**src/rtl/synth_cmd_fifo.sv**
```systemverilog
// rtl/synth_cmd_fifo.sv - command FIFO with decode stage driving synth core registers
module synth_cmd_fifo #(
    parameter int DEPTH = 8
) (
    input  logic       clk,
    input  logic       reset,
    input  logic [7:0] synth_ctrl,
    input  logic [7:0] synth_data,
    input  logic       core_ready,
    input  logic       err_clr,
    output logic       fifo_full,
    output logic       frame_tick,
    output logic       frame_done,
    output logic [7:0] note_num,
    output logic       note_on,
    output logic [7:0] volume,
    output logic [7:0] wave_sel,
    output logic       ovf_err,
    output logic       bad_cmd
);
    localparam int AW = $clog2(DEPTH);
    localparam logic [AW:0] DEPTH_C = (AW+1)'(DEPTH);
    localparam logic [AW:0] HIGH_WM = (AW+1)'(DEPTH - 2);
    localparam logic [AW:0] ONE     = (AW+1)'(1);
    localparam logic [AW-1:0] PTR_ONE = AW'(1);

    logic [15:0]   mem [DEPTH];
    logic [AW-1:0] wr_ptr;
    logic [AW-1:0] rd_ptr;
    logic [AW:0]   count;
    logic [AW:0]   count_next;
    logic          push;
    logic          pop;
    logic          at_depth;
    logic          accept;
    logic          ovf_set;
    logic          bad_set;
    logic [7:0]    dec_ctrl;
    logic [7:0]    dec_data;

    always_comb begin
        push     = (synth_ctrl != 8'h00);
        pop      = (count != '0) && core_ready;
        at_depth = (count == DEPTH_C);
        // A pop at full frees the slot the same cycle, so the push still lands.
        accept   = push && (!at_depth || pop);
        ovf_set  = push && at_depth && !pop;
        count_next = count;
        case ({accept, pop})
            2'b10:   count_next = count + ONE;
            2'b01:   count_next = count - ONE;
            default: count_next = count;
        endcase
    end

    always_ff @(posedge clk) begin
        if (accept) begin
            mem[wr_ptr] <= {synth_ctrl, synth_data};
        end
    end

    always_ff @(posedge clk or posedge reset) begin
        if (reset) begin
            wr_ptr    <= '0;
            rd_ptr    <= '0;
            count     <= '0;
            fifo_full <= 1'b0;
            dec_ctrl  <= 8'h00;
            dec_data  <= 8'h00;
        end else begin
            count     <= count_next;
            fifo_full <= (count_next >= HIGH_WM);
            if (accept) begin
                wr_ptr <= wr_ptr + PTR_ONE;
            end
            // An idle code in the decode register means nothing was popped.
            if (pop) begin
                dec_ctrl <= mem[rd_ptr][15:8];
                dec_data <= mem[rd_ptr][7:0];
                rd_ptr   <= rd_ptr + PTR_ONE;
            end else begin
                dec_ctrl <= 8'h00;
                dec_data <= 8'h00;
            end
        end
    end

    always_comb begin
        bad_set = 1'b0;
        case (dec_ctrl)
            8'h00, 8'h01, 8'h81, 8'h41, 8'h11, 8'h20: bad_set = 1'b0;
            default:                                   bad_set = 1'b1;
        endcase
    end

    always_ff @(posedge clk or posedge reset) begin
        if (reset) begin
            frame_tick <= 1'b0;
            frame_done <= 1'b0;
            note_num   <= 8'h00;
            volume     <= 8'h00;
            wave_sel   <= 8'h00;
            ovf_err    <= 1'b0;
            bad_cmd    <= 1'b0;
        end else begin
            frame_tick <= (dec_ctrl == 8'h01);
            frame_done <= (dec_ctrl == 8'h81);
            if (dec_ctrl == 8'h41) note_num <= dec_data;
            if (dec_ctrl == 8'h11) volume   <= dec_data;
            if (dec_ctrl == 8'h20) wave_sel <= dec_data;
            // Setting events win over a same-cycle clear.
            ovf_err <= ovf_set || (ovf_err && !err_clr);
            bad_cmd <= bad_set || (bad_cmd && !err_clr);
        end
    end

    assign note_on = (note_num != 8'h00);
endmodule

```
**config.mk**
```make
export PLATFORM = sky130hd
export DESIGN_NAME = synth_cmd_fifo
export DESIGN_NICKNAME = d
export VERILOG_FILES = /design/src/rtl/synth_cmd_fifo.sv
export SDC_FILE = /design/constraint.sdc
export NUM_CORES = 1
export LEC_CHECK = 0
export BUFFER_PORTS_ARGS = -buffer_cell sky130_fd_sc_hd__buf_2
export CAP_MARGIN = 10
export CORE_ASPECT_RATIO = 1.5
export CORE_MARGIN = 2
export CORE_UTILIZATION = 60
export CTS_CLUSTER_DIAMETER = 120
export DETAILED_ROUTE_END_ITERATION = 12
export PLACE_DENSITY = 0.84
export SLEW_MARGIN = 20
export SYNTH_ARGS = -nofsm -noshare
export SYNTH_HDL_FRONTEND = slang
export SYNTH_SLANG_ARGS = --single-unit
```
**constraint.sdc**
```tcl
create_clock -name clk -period 5.3 [get_ports clk]
set_clock_uncertainty 0.2 [all_clocks]
set_input_delay 1.06 -clock clk [delete_from_list [all_inputs] [get_ports clk]]
set_output_delay 1.06 -clock clk [all_outputs]
set_load 0.01 [all_outputs]
```
==> results.md, run 1 <==
Global route:
- The number of global-route vias before repair was approximately 3600.
- The initial antenna violation count is 0.
- The first-pass GRT wire length is just over 20 mm.
- The global routing usage summed across all routing layers is 0.223.
- The total overflow reported by the global router is 0.
- Entering global routing, the biggest net connects 56 pins.

Routing:
- The final layout contains routed wiring with a total length of roughly 13 mm.
- Once detail routing completed, the nets flagged for antenna violations numbered 0.
- For this block, the initial DRC count from the detailed router was 260.
- The total number of vias is about 3500.
- The first-pass iteration count of the detailed router is 6.
- Dividing the detail-routed wire length by the instance count gives 22.3 um.
- After detailed routing, the number of vias per cell comes to ~6.0.
- The number of DRC violations after detailed routing is 0.

Pwr:
- The share of total power dissipated in combinational logic is 0.281.
- The total leakage power is 3.13 nW.
- The power dissipated by switching net loads is 1.51 mW.
- Cell internal power was estimated by the tool at 3.38 mW.
- The clock share of power is 0.244.
- The relative contribution of sequential cells to total power is 0.475.
- Of the total power, the share spent switching nets is 0.309.
- The worst-case vdd ir drop is 0.352 mV.
- The total power density per cell area is about 600 mW/mm2.

Clock network:
- The buffer depth of the longest clock path is 2.
- CTS placed an instance of sky130_fd_sc_hd__clkbuf_16 at the clock tree root.
- The cts-stage hold buffer count is 0.
- Once the clock tree was built, the resizer swapped 0 gates to a different size.
- The depth of the CTS H-tree is 4.
- The clock insertion delay at the later pin of the skew report is 420 ps.
- The clock net in this run drives a total of 183 sinks.
- Clock-pin slew was measured on the worst setup and hold paths at 60 ps.
- The post-CTS setup buffer count is 0.
- The TritonCTS clock tree is built.
- In this run, CTS created clock tree buffers numbering 17.

Final layout:
- Of the cells placed in the final design, the portion with a size suffix greater than 1 is 0.349.
- The number of antenna repair diodes is 0.
- The net total in the final layout is 450.
- Counting the fill cells in the layout gives 727.
- The layout overhead on the synthesized area is 14.6%.

Timing:
- The worst slew margin relative to its limit is 0.243.
- The fmax is approximately 0.27 GHz.
- Setup violations remaining at the end of the flow were counted as 0.
- The hold violation total from the final report came to 0.
- The transition time of the tightest slew-check pin is 1130 ps.
- Dividing the final minimum period by the clock period gives 0.710.
- The least setup slack across all paths after layout is 1540 ps.
- The time the final worst path needs with I/O delays and setup is 3760 ps.
- The number of pins exceeding their max-slew limit in the final report is 0.
- The sum of negative setup slack is 0 ps.
- Setup repair after global routing left no endpoint under its margin.

Worst setup path:
- The maximum fanout count along the critical path is 9.
- The critical path data required time is about 5400 ps.
- The signal arrival time at the worst endpoint is 3860 ps.
- The worst setup path is launched from an input port.
- The nature of the critical path endpoint is a flip-flop.
- The type of the setup path with the least slack is input port to flip-flop.

Place:
- The final weighted congestion of routability-driven global placement is about 0.78.
- The number of port buffers is 49.
- Once detailed placement completed, the half-perimeter wirelength came to a little under 8 mm.
- Prior to clock tree synthesis, the placed netlist has a worst setup slack of 1210 ps.

Floorplan:
- The row count is 48.
- The die extent in y is 137 um.
- For this configuration, the core starts out at a cell density of 0.614.
- The region available for standard cell placement spans 0.0115 mm2.
- The width of the chip is a little over 90 um.
- The number of top-level design ports is 50.
- The die covers 0.0127 mm2.

Yosys:
- In the synthesized netlist the dominant register cell turns out to be sky130_fd_sc_hd__edfxtp_1.
- The number of warnings reported in the yosys synthesis log is 0.
- Summing every instance area after synthesis gives 0.00708 mm2.
- Counting flops with a built-in enable in the synthesized netlist gives between 100 and 150.
- The per-instance average area after synthesis is 19.3 um2.
- The sequential share of the synthesized area is 0.738.
- The synthesis-stage register bit count is 183.
- The share of synthesized flip-flops with an asynchronous set or reset is 0.301.
- The count of cell types in the netlist is 36.
- Synthesis produced a netlist whose cell count is 366.
- Synthesis produced a netlist with a net count of 391.

Worst hold path:
- The path class of the tightest hold or removal check is flip-flop to flip-flop.

Flow run:
- The tool flagged a number of max-cap violations equal to 0.

Status:
- The run finished with clean final reports.
-- cell usage in the layout, fill, tap and decap left out, drive strengths merged, types with 7 or more instances in the layout --
| master | netlist | routed |
|---|---|---|
| edfxtp | 128 | 128 |
| dfrtp | 55 | 55 |
| buf | 4 | 54 |
| mux4 | 32 | 32 |
| mux2 | 26 | 26 |
| nor2 | 22 | 22 |
| mux2i | 19 | 19 |
| clkbuf | 10 | 19 |
| nand2 | 10 | 10 |
| inv | 6 | 7 |
| nor3 | 7 | 7 |
-- path summary, 6_finish.rpt --
kind / startpoint / to / slack, ps / cells after the start
setup / recovery: synth_ctrl[5] / fifo_full / 1540 / 11
hold / removal: ovf_err / ovf_err / 300 / 1
setup reg to reg: count[0] / fifo_full / 2130 / 10
hold reg to reg: ovf_err / ovf_err / 300 / 1
max in group asynchronous: reset / rd_ptr[0] / 3810 / 3
min in group asynchronous: reset / dec_ctrl[5] / 620 / 3
-- worst max-delay path, cell delays in order --
cell                       delay [ps]
sky130_fd_sc_hd__buf_2            150
sky130_fd_sc_hd__nor4_1           610
sky130_fd_sc_hd__and2_1           250
sky130_fd_sc_hd__nand2_1           90
sky130_fd_sc_hd__inv_1            120
sky130_fd_sc_hd__ha_1             270
sky130_fd_sc_hd__a21oi_1          170
sky130_fd_sc_hd__and4_1           270
sky130_fd_sc_hd__a221oi_1         110
sky130_fd_sc_hd__or3_1            420
sky130_fd_sc_hd__a311o_1          330
-- synthesized netlist by cell type (all sizes together) (2+ instances only) --
library cell	count	area (um2)
edfxtp	128	3840
a21oi	3	15.0
nand2	10	37.5
nand2b	2	12.5
mux4	32	721
dfrtp	55	1380
xnor2	6	52.6
ha	4	50.1
nor2	22	82.6
nor3b	2	15.0
nor3	7	35.0
nor4	6	37.5
clkbuf	10	37.5
o21ai	2	10.0
mux2i	19	190
buf	4	26.3
mux2	26	323
inv	6	22.5
and4	2	17.5
or3	5	41.3
nand3	4	20.0
-- logic make-up (layout without fill, tap and decap cells) --
kind of cell,Yosys count,count (layout),share of synthesized area
multiplexers,77,77,0.174
AND/OR/NAND/NOR,64,64,0.0470
adder cells (fa/ha/maj),6,6,0.0113
flip-flops,183,183,0.738
AO/OA/AOI/OAI,10,10,0.00990
buffers and inverters,20,92,0.0122
XOR/XNOR,6,6,0.00743
-- routing by layer --
metal	vias to the layer above	track usage	wire length (um)
li1	1554	-	-
met1	1841	0.270	5240
met2	122	0.384	7090
met3	20	0.0518	567
met4	0	0.0972	232
met5	-	0	0
-- state kept, by name (all words and copies together), names as in the netlist --
signal	count
frame_tick	1
bad_cmd	1
count	4
dec_data	8
volume	8
frame_done	1
wave_sel	8
fifo_full	1
wr_ptr	3
note_num	8
mem	128
rd_ptr	3
ovf_err	1
dec_ctrl	8
-- cell type report --
type | count | area [um2] | share of cell area
flip-flops and latches | 183 | 5220 | 0.644
multi-input cells | 163 | 1830 | 0.226
clock buffers | 19 | 433 | 0.0534
repair buffers | 54 | 283 | 0.0349
well taps | 150 | 188 | 0.0231
clock inverters | 13 | 130 | 0.0160
inverters | 6 | 22.5 | 0.00278
-- power by group through the flow --
stage / Clock [mW] / Sequential, mW / Combinational (mW)
floorplan: 0 / 2.24 / 0.973
global placement: 0 / 2.32 / 1.32
detailed placement: 0 / 2.35 / 1.37
CTS: 1.21 / 2.33 / 1.39
global route: 1.27 / 2.37 / 1.48
finish: 1.19 / 2.33 / 1.38
-- through the flow --
step,total power [mW],area (um2),hold WS [ps],cells,utilization
final,4.90,8110,300,588,0.703
after global routing,5.12,8110,318,588,0.703
after CTS,4.93,8110,295,588,0.703
after detailed placement,3.72,7540,278,556,0.654
after global placement,3.63,7540,285,556,0.654
after floorplan,3.21,7080,284,366,-
Note: power is estimated with default switching activity, not from simulation.
==> run 2, diff against run 1 <==
- CORE_UTILIZATION: 60 -> 54
- PLACE_DENSITY: 0.84 -> 0.8
- clock period: 5.3 -> 3.2 ns (I/O delays scaled with it)
==> results.md, run 2 (synthesized netlist as in run 1, its figures left out) <==
Status:
- The run finished with clean final reports.

Worst setup path:
- The kind of start point of the critical path is an input port.
- The nature of the critical path endpoint is a flip-flop.
- Traced cell by cell, the critical path runs through buf_2, nor4_4, and2_1, nand2_1, inv_1, ha_1, a21oi_2, and4_1, a221oi_1, or3_1, a311o_1.
- The worst register-to-register path begins at count[0].
- Data on the critical path is required at its endpoint by 3300 ps.
- For this run, the slowest stage of the critical path takes 400 ps.
- Of all nets on the critical path, the largest fanout is 9.
- Tracing the worst setup path back leads to its startpoint at synth_ctrl[0].
- For the worst setup path, the data arrival time is 3100 ps.
- The master of the slowest instance on the critical path is sky130_fd_sc_hd__or3_1.
- By startpoint and endpoint, the worst setup path is classified as input port to flip-flop.
- Measured in cells, the most critical reg-to-reg path has a length of 10.

Global route:
- The first-pass GRT wire length is 20.4 mm.
- For this run, the total global-route usage over all layers was measured as 0.197.
- After global routing the overflow that remains totals 0.
- The pin count of the biggest net entering global routing is 35.
- The initial antenna violation count is 0.
- The number of global-route vias before repair is between 3000 and 4000.

Place:
- The final weighted congestion of routability-driven global placement is 0.759.
- The number of port buffers is 49.
- After detailed placement, the design holds a cell count of 583.
- Detailed placement finished with a half-perimeter wire length of between 8 and 9 mm.
- In this run the cell area measured after placement is roughly 0.0077 mm2.
- OpenSTA, run right after detailed placement, puts the worst setup slack at -588 ps.

Clock network:
- The clock transition at the registers of the reported paths is 60 ps.
- In this run the deepest clock path goes through 2 buffers.
- The H-tree was split into 4 levels.
- In this run the post-CTS setup repair buffer count came out at 0.
- TritonCTS built the clock tree.
- The clock root buffer is sky130_fd_sc_hd__clkbuf_16.
- For the worst-skew pair, the clock arrives at the later sink with an insertion delay of 420 ps.
- For this design, the sink count on the clock tree is around 180.
- The total CTS buffers is 17.

Timing:
- The number of pins exceeding their max-slew limit in the final report was 0.
- In this run the tightest slew margin relative to its limit is 0.294.
- Setup violations remaining at the end of the flow were counted as 0.
- The hold violation total from the final report came to 0.
- Counting I/O delays and the setup requirement, the final critical path takes 3000 ps.
- The transition time of the tightest slew-check pin is 1060 ps.
- The final cycle utilization of the critical path is 0.938.
- The least setup slack across all paths after layout is 200 ps.
- Setup repair after global routing left no endpoint under its margin.
- The fmax is between 0.3 and 0.4 GHz.

Floorplan:
- From bottom edge to top edge, the die measures 144 um.
- The core region is between 0.01 and 0.015 mm2.
- The row count is 51.
- The die is 97.5 um wide.
- The number of top-level design ports is 50.
- The floorplan step defined a die boundary enclosing 0.0141 mm2.
- The initial cell density of the core is 0.549.

Routing:
- The total wire length is 12.7 mm.
- The routed layout has 3519 vias.
- Dividing the detail-routed via count by the number of cells gives 5.72.
- The post-detailed-route wirelength per cell is 20.6 um.
- The remaining number of nets flagged by the antenna check after routing is 0.
- For this block, the initial DRC count from the detailed router was 231.
- The first detailed-routing pass ran for 4 iterations.
- In the routed design, unresolved DRC markers number 0.

Pwr:
- The total power density per cell area is 984 mW/mm2.
- The power dissipated by switching net loads is approximately 2.4 mW.
- The total leakage power is between 3 and 4 nW.
- The fraction of power consumed by combinational cells is 0.291.
- Of the total power, the share spent switching nets is 0.298.
- The clock share of power is 0.250.
- The share of total power dissipated in sequential elements is 0.459.
- The design internal power is 5.75 mW.
- VDD sags by at most 0.431 mV.

Final layout:
- The number of antenna diodes in the final layout is 0.
- Of the cells placed in the final design, the portion with a size suffix greater than 1 is 0.375.
- The top cell types in the final layout, fill and taps aside, are sky130_fd_sc_hd__edfxtp_1 (128), sky130_fd_sc_hd__dfrtp_1 (54), sky130_fd_sc_hd__buf_2 (49).
- At the end of the flow, the number of nets in the layout was about 470.
- The summed area of non-filler cells in the final layout is 0.00832 mm2.
- The area growth from synthesis to layout is 17.6%.
- More flip-flops sit in one register than any other, and that register is mem.
- The flip-flop count of the largest register, all copies and words added is 128.
- The most common cell after layout, fill and taps aside is sky130_fd_sc_hd__edfxtp_1.
- The post-layout instance count excluding filler cells is 615.

Flow run:
- The max-capacitance violation count is 0.

Worst hold path:
- In this run the worst hold path is classified as input port to asynchronous set/reset pin.
[run 2: changes by cell type in the layout (fill, tap and decap cells not counted), sizes merged]
cell	previous run	this run
buf	54	72
clkinvlp	4	0
clkinv	6	3
bufinv	2	0
clkbuf	19	27
inv	7	8
[run 2: final timing paths]
kind / to / slack, ps
hold reg to reg: ovf_err / 300
hold / removal: bad_cmd / 40
setup / recovery: fifo_full / 200
max in group asynchronous: volume[2] / 2160
min in group clk: mem[6][5] / 280
setup reg to reg: fifo_full / 260
[run 2: through the flow]
step	hold slack [ps]	power, mW	TNS (ps)	util
6_report	38.4	8.19	0	0.646
3_3_place_gp	282	6.09	-324	0.598
2_1_floorplan	284	5.33	0	-
4_1_cts	42.7	8.27	0	0.645
3_5_place_dp	274	6.21	-863	0.598
5_1_grt	72.5	8.60	0	0.646
[run 2: layout make-up]
| type | instances | area, um2 |
|---|---|---|
| flip-flops and latches | 183 | 5220 |
| fillers | 875 | 4570 |
| repair buffers | 72 | 430 |
| clock buffers | 27 | 572 |
| clock inverters | 5 | 27.5 |
| inverters | 6 | 22.5 |
| multi-input cells | 163 | 1850 |
| well taps | 159 | 199 |
[run 2: what timing repair did]
item                       CTS  global route
hold buffers                 0             0
hold endpoints to repair     0             0
resized for setup            1             2
setup endpoints to repair    1             1
[run 2: critical path, delay by kind of cell]
family,cells,cell delay [ps]
simple gates,5,1320
buf+inv,2,250
compound gates,3,600
fa+ha+maj,1,270
[run 2: per-layer routing]
layer  vias up  share of wire  GRT usage
met2       101           0.54      0.346
met4         0          0.022     0.0958
met5         -              0          0
met3        21          0.040     0.0435
li1       1584              -          -
met1      1813           0.40      0.232
[run 2: power by group through the flow]
| stage | logic (mW) | clock network, mW | registers (mW) |
|---|---|---|---|
| floorplan | 1.61 | 0 | 3.71 |
| global placement | 2.34 | 0 | 3.75 |
| detailed placement | 2.41 | 0 | 3.81 |
| CTS | 2.43 | 2.07 | 3.77 |
| global route | 2.58 | 2.17 | 3.85 |
| finish | 2.39 | 2.05 | 3.76 |
==> run 3, diff against run 2 <==
- CORE_UTILIZATION: 54 -> 30
- CTS_CLUSTER_SIZE: not set -> 20
- PLACE_DENSITY: 0.8 -> 0.52
==> results.md, run 3 (synthesized netlist as in run 1, its figures left out) <==
Worst setup path:
- For the worst setup path, the data required time is between 3000 and 4000 ps.
- The logic depth of the worst register-to-register path is 10.
- The startpoint of the lowest-slack register-to-register path is count[0].
- The critical path is of the input port to flip-flop type.
- The worst register-to-register path ends at fifo_full.
- In this run the worst path has a maximum fanout of 9.
- The kind of start point of the critical path is an input port.
- On the worst path, the slowest cell contributes a delay of 390 ps.
- The nature of the critical path endpoint is a flip-flop.
- The slack of the worst reg-to-reg path is 290 ps.
- Tracing the worst setup path back leads to its startpoint at synth_ctrl[0].
- The signal on the critical path passes through buf_2, nor4_2, buf_4, and2_1, nand2_1, inv_1, ha_1, a21oi_1, and4_1, a221oi_1, or3_1, a311o_1.
- The signal arrival time at the worst endpoint is 3090 ps.
- The master of the slowest instance on the critical path is sky130_fd_sc_hd__or3_1.

Worst hold path:
- The kind of path behind the tightest hold check is input port to asynchronous set/reset pin.

Timing:
- The number of endpoints failing setup at the final stage is 0.
- The number of pins exceeding their max-slew limit in the final report is 0.
- For the finished layout, the period the worst path requires is 2980 ps.
- In this run the tightest slew margin relative to its limit is 0.368.
- The final-layout worst hold slack is about 27 ps.
- Setup repair after global routing left no endpoint under its margin.
- The hold violation total from the final report is 0.
- In the finished design, the share of the clock period the worst path needs comes to 0.932.
- The fmax is roughly 0.34 GHz.
- The sum of negative setup slack is 0 ps.
- For the pin with the worst max-slew slack, the measured transition is 945 ps.

Clock network:
- The clock insertion delay at the later pin of the skew report is 430 ps.
- The cts-stage hold buffer count is 0.
- The tree is rooted in a sky130_fd_sc_hd__clkbuf_16.
- Counting along the longest clock path gives a buffer depth of 2.
- The H-tree was split into 4 levels.
- TritonCTS built the clock tree.
- The number of setup buffers added after CTS is 0.
- TritonCTS created 17 clock buffers.
- Clock tree synthesis found a total of 183 sinks.
- The clock transition at the registers of the reported paths is about 70 ps.

Place:
- The final weighted congestion of routability-driven global placement is 0.713.
- Counting tap cells, the placed design contains a total of 742 instances.
- Once detailed placement completed, the half-perimeter wirelength came to 9.11 mm.
- The number of port buffers is 49.

Final layout:
- The flip-flop count of the largest register, all copies and words added is ~130.
- The top register by number of flip-flops is mem.
- Leaving out fill and tap cells, the most frequent cell in the layout is sky130_fd_sc_hd__edfxtp_1.
- Counting the fill cells in the layout gives approximately 2100.
- The number of antenna diodes in the final layout is 0.
- Leaving out fill and tap cells, the most frequent cells in the layout are sky130_fd_sc_hd__edfxtp_1 (128), sky130_fd_sc_hd__dfrtp_1 (54), sky130_fd_sc_hd__buf_2 (49).
- The layout overhead on the synthesized area is 21.0%.
- The post-layout instance count excluding filler cells is 775.
- The net total in the final layout is 472.
- In the final layout, the share of cells above drive strength 1 is 0.383.

Floorplan:
- In this run the standard cell core region covers 0.0231 mm2.
- From left edge to right edge, the die measures roughly 130 um.
- The area of the die is between 0.02 and 0.025 mm2.
- The initial utilization of the core area, before any placement, comes to 0.307.
- The die extent in y is 192 um.
- The number of top-level design ports is 50.
- The floorplan has 68 rows.

Routing:
- The remaining number of nets flagged by the antenna check after routing is 0.
- The vias per cell is roughly 4.5.
- After the first detailed-routing iteration, the DRC count stood at 196.
- The post-detailed-route wirelength per cell is about 18 um.
- Wires add up to around 14 mm.
- The number of DRC violations after detailed routing is 0.
- The total number of vias is 3500.
- For this run, the detailed router's first-pass iteration total came to 4.

Global route:
- The total overflow reported by the global router is 0.
- The initial antenna violation count is 0.
- The global-route track usage on met3 is 0.0284.
- The met2 track demand over resource is 0.215.
- The met1 track demand over resource in global routing is 0.139.
- The most heavily used metal layer in global routing is met2.
- The first-pass GRT wire length is 21.9 mm.
- The number of global-route vias before repair is between 3000 and 4000.
- Across every metal layer, demand over resource in global routing totals 0.121.
- The pin count of the biggest net entering global routing is 35.

Pwr:
- The total power density per cell area is 964 mW/mm2.
- The analysis attributes to cell leakage a power of 3.28 nW.
- The worst-case vdd ir drop is around 0.47 mV.

Status:
- The flow ran to the end, and the final reports show no timing, DRC or antenna violations.

Flow run:
- Across the run, the number of max-cap violations was 0.
[run 3: cell types whose count changed in the layout (fill, tap and decap cells not counted), sizes merged]
cell    before  now
inv          8   10
clkbuf      27   21
clkinv       3    7
buf         72   76
[run 3: repair_timing]
action                                 in CTS  in global routing
endpoints found under the hold margin       0                  0
setup endpoints to repair                   0                  1
resized for setup                           0                  1
[run 3: report_power, final]
| part | switching (mW) | internal, mW |
|---|---|---|
| clock network | 0.888 | 1.10 |
| logic | 1.26 | 1.24 |
| registers | 0.425 | 3.34 |
[run 3: through the flow]
| stage | setup slack [ps] | instance area [um2] | util | power, mW |
|---|---|---|---|---|
| floorplan | 104 | 7080 | - | 5.33 |
| global placement | -296 | 7970 | 0.346 | 6.31 |
| detailed placement | -355 | 7970 | 0.346 | 6.40 |
| CTS | 105 | 8540 | 0.370 | 8.39 |
| global route | 93.9 | 8560 | 0.371 | 8.74 |
| finish | 217 | 8560 | 0.371 | 8.25 |
[run 3: cell type report]
type / instances / area, um2 / area share
clock inverters: 11 / 87.6 / 0.0102
inverters: 6 / 22.5 / 0.00263
clock buffers: 21 / 482 / 0.0563
repair buffers: 76 / 518 / 0.0605
flip-flops and latches: 183 / 5220 / 0.610
well taps: 315 / 394 / 0.0460
multi-input cells: 163 / 1840 / 0.214
[run 3: worst max-delay path by stage]
stage	to	cells after the start
global route	fifo_full	12
detailed placement	fifo_full	12
finish	fifo_full	12
CTS	fifo_full	12
global placement	fifo_full	12
floorplan	fifo_full	10
[run 3: metal layers]
layer / up-vias / wire length [um] / part of all wire
met4: 0 / 234 / 0.017
met3: 16 / 437 / 0.031
met5: - / 0 / 0
met1: 1829 / 5840 / 0.42
met2: 55 / 7440 / 0.53
li1: 1600 / - / -
[run 3: worst max-delay path: cells and delay by family]
family,cells,cell delay [ps]
AO/OA/AOI/OAI,3,600
adder cells (fa/ha/maj),1,260
buffers and inverters,3,430
AND/OR/NAND/NOR,5,1160
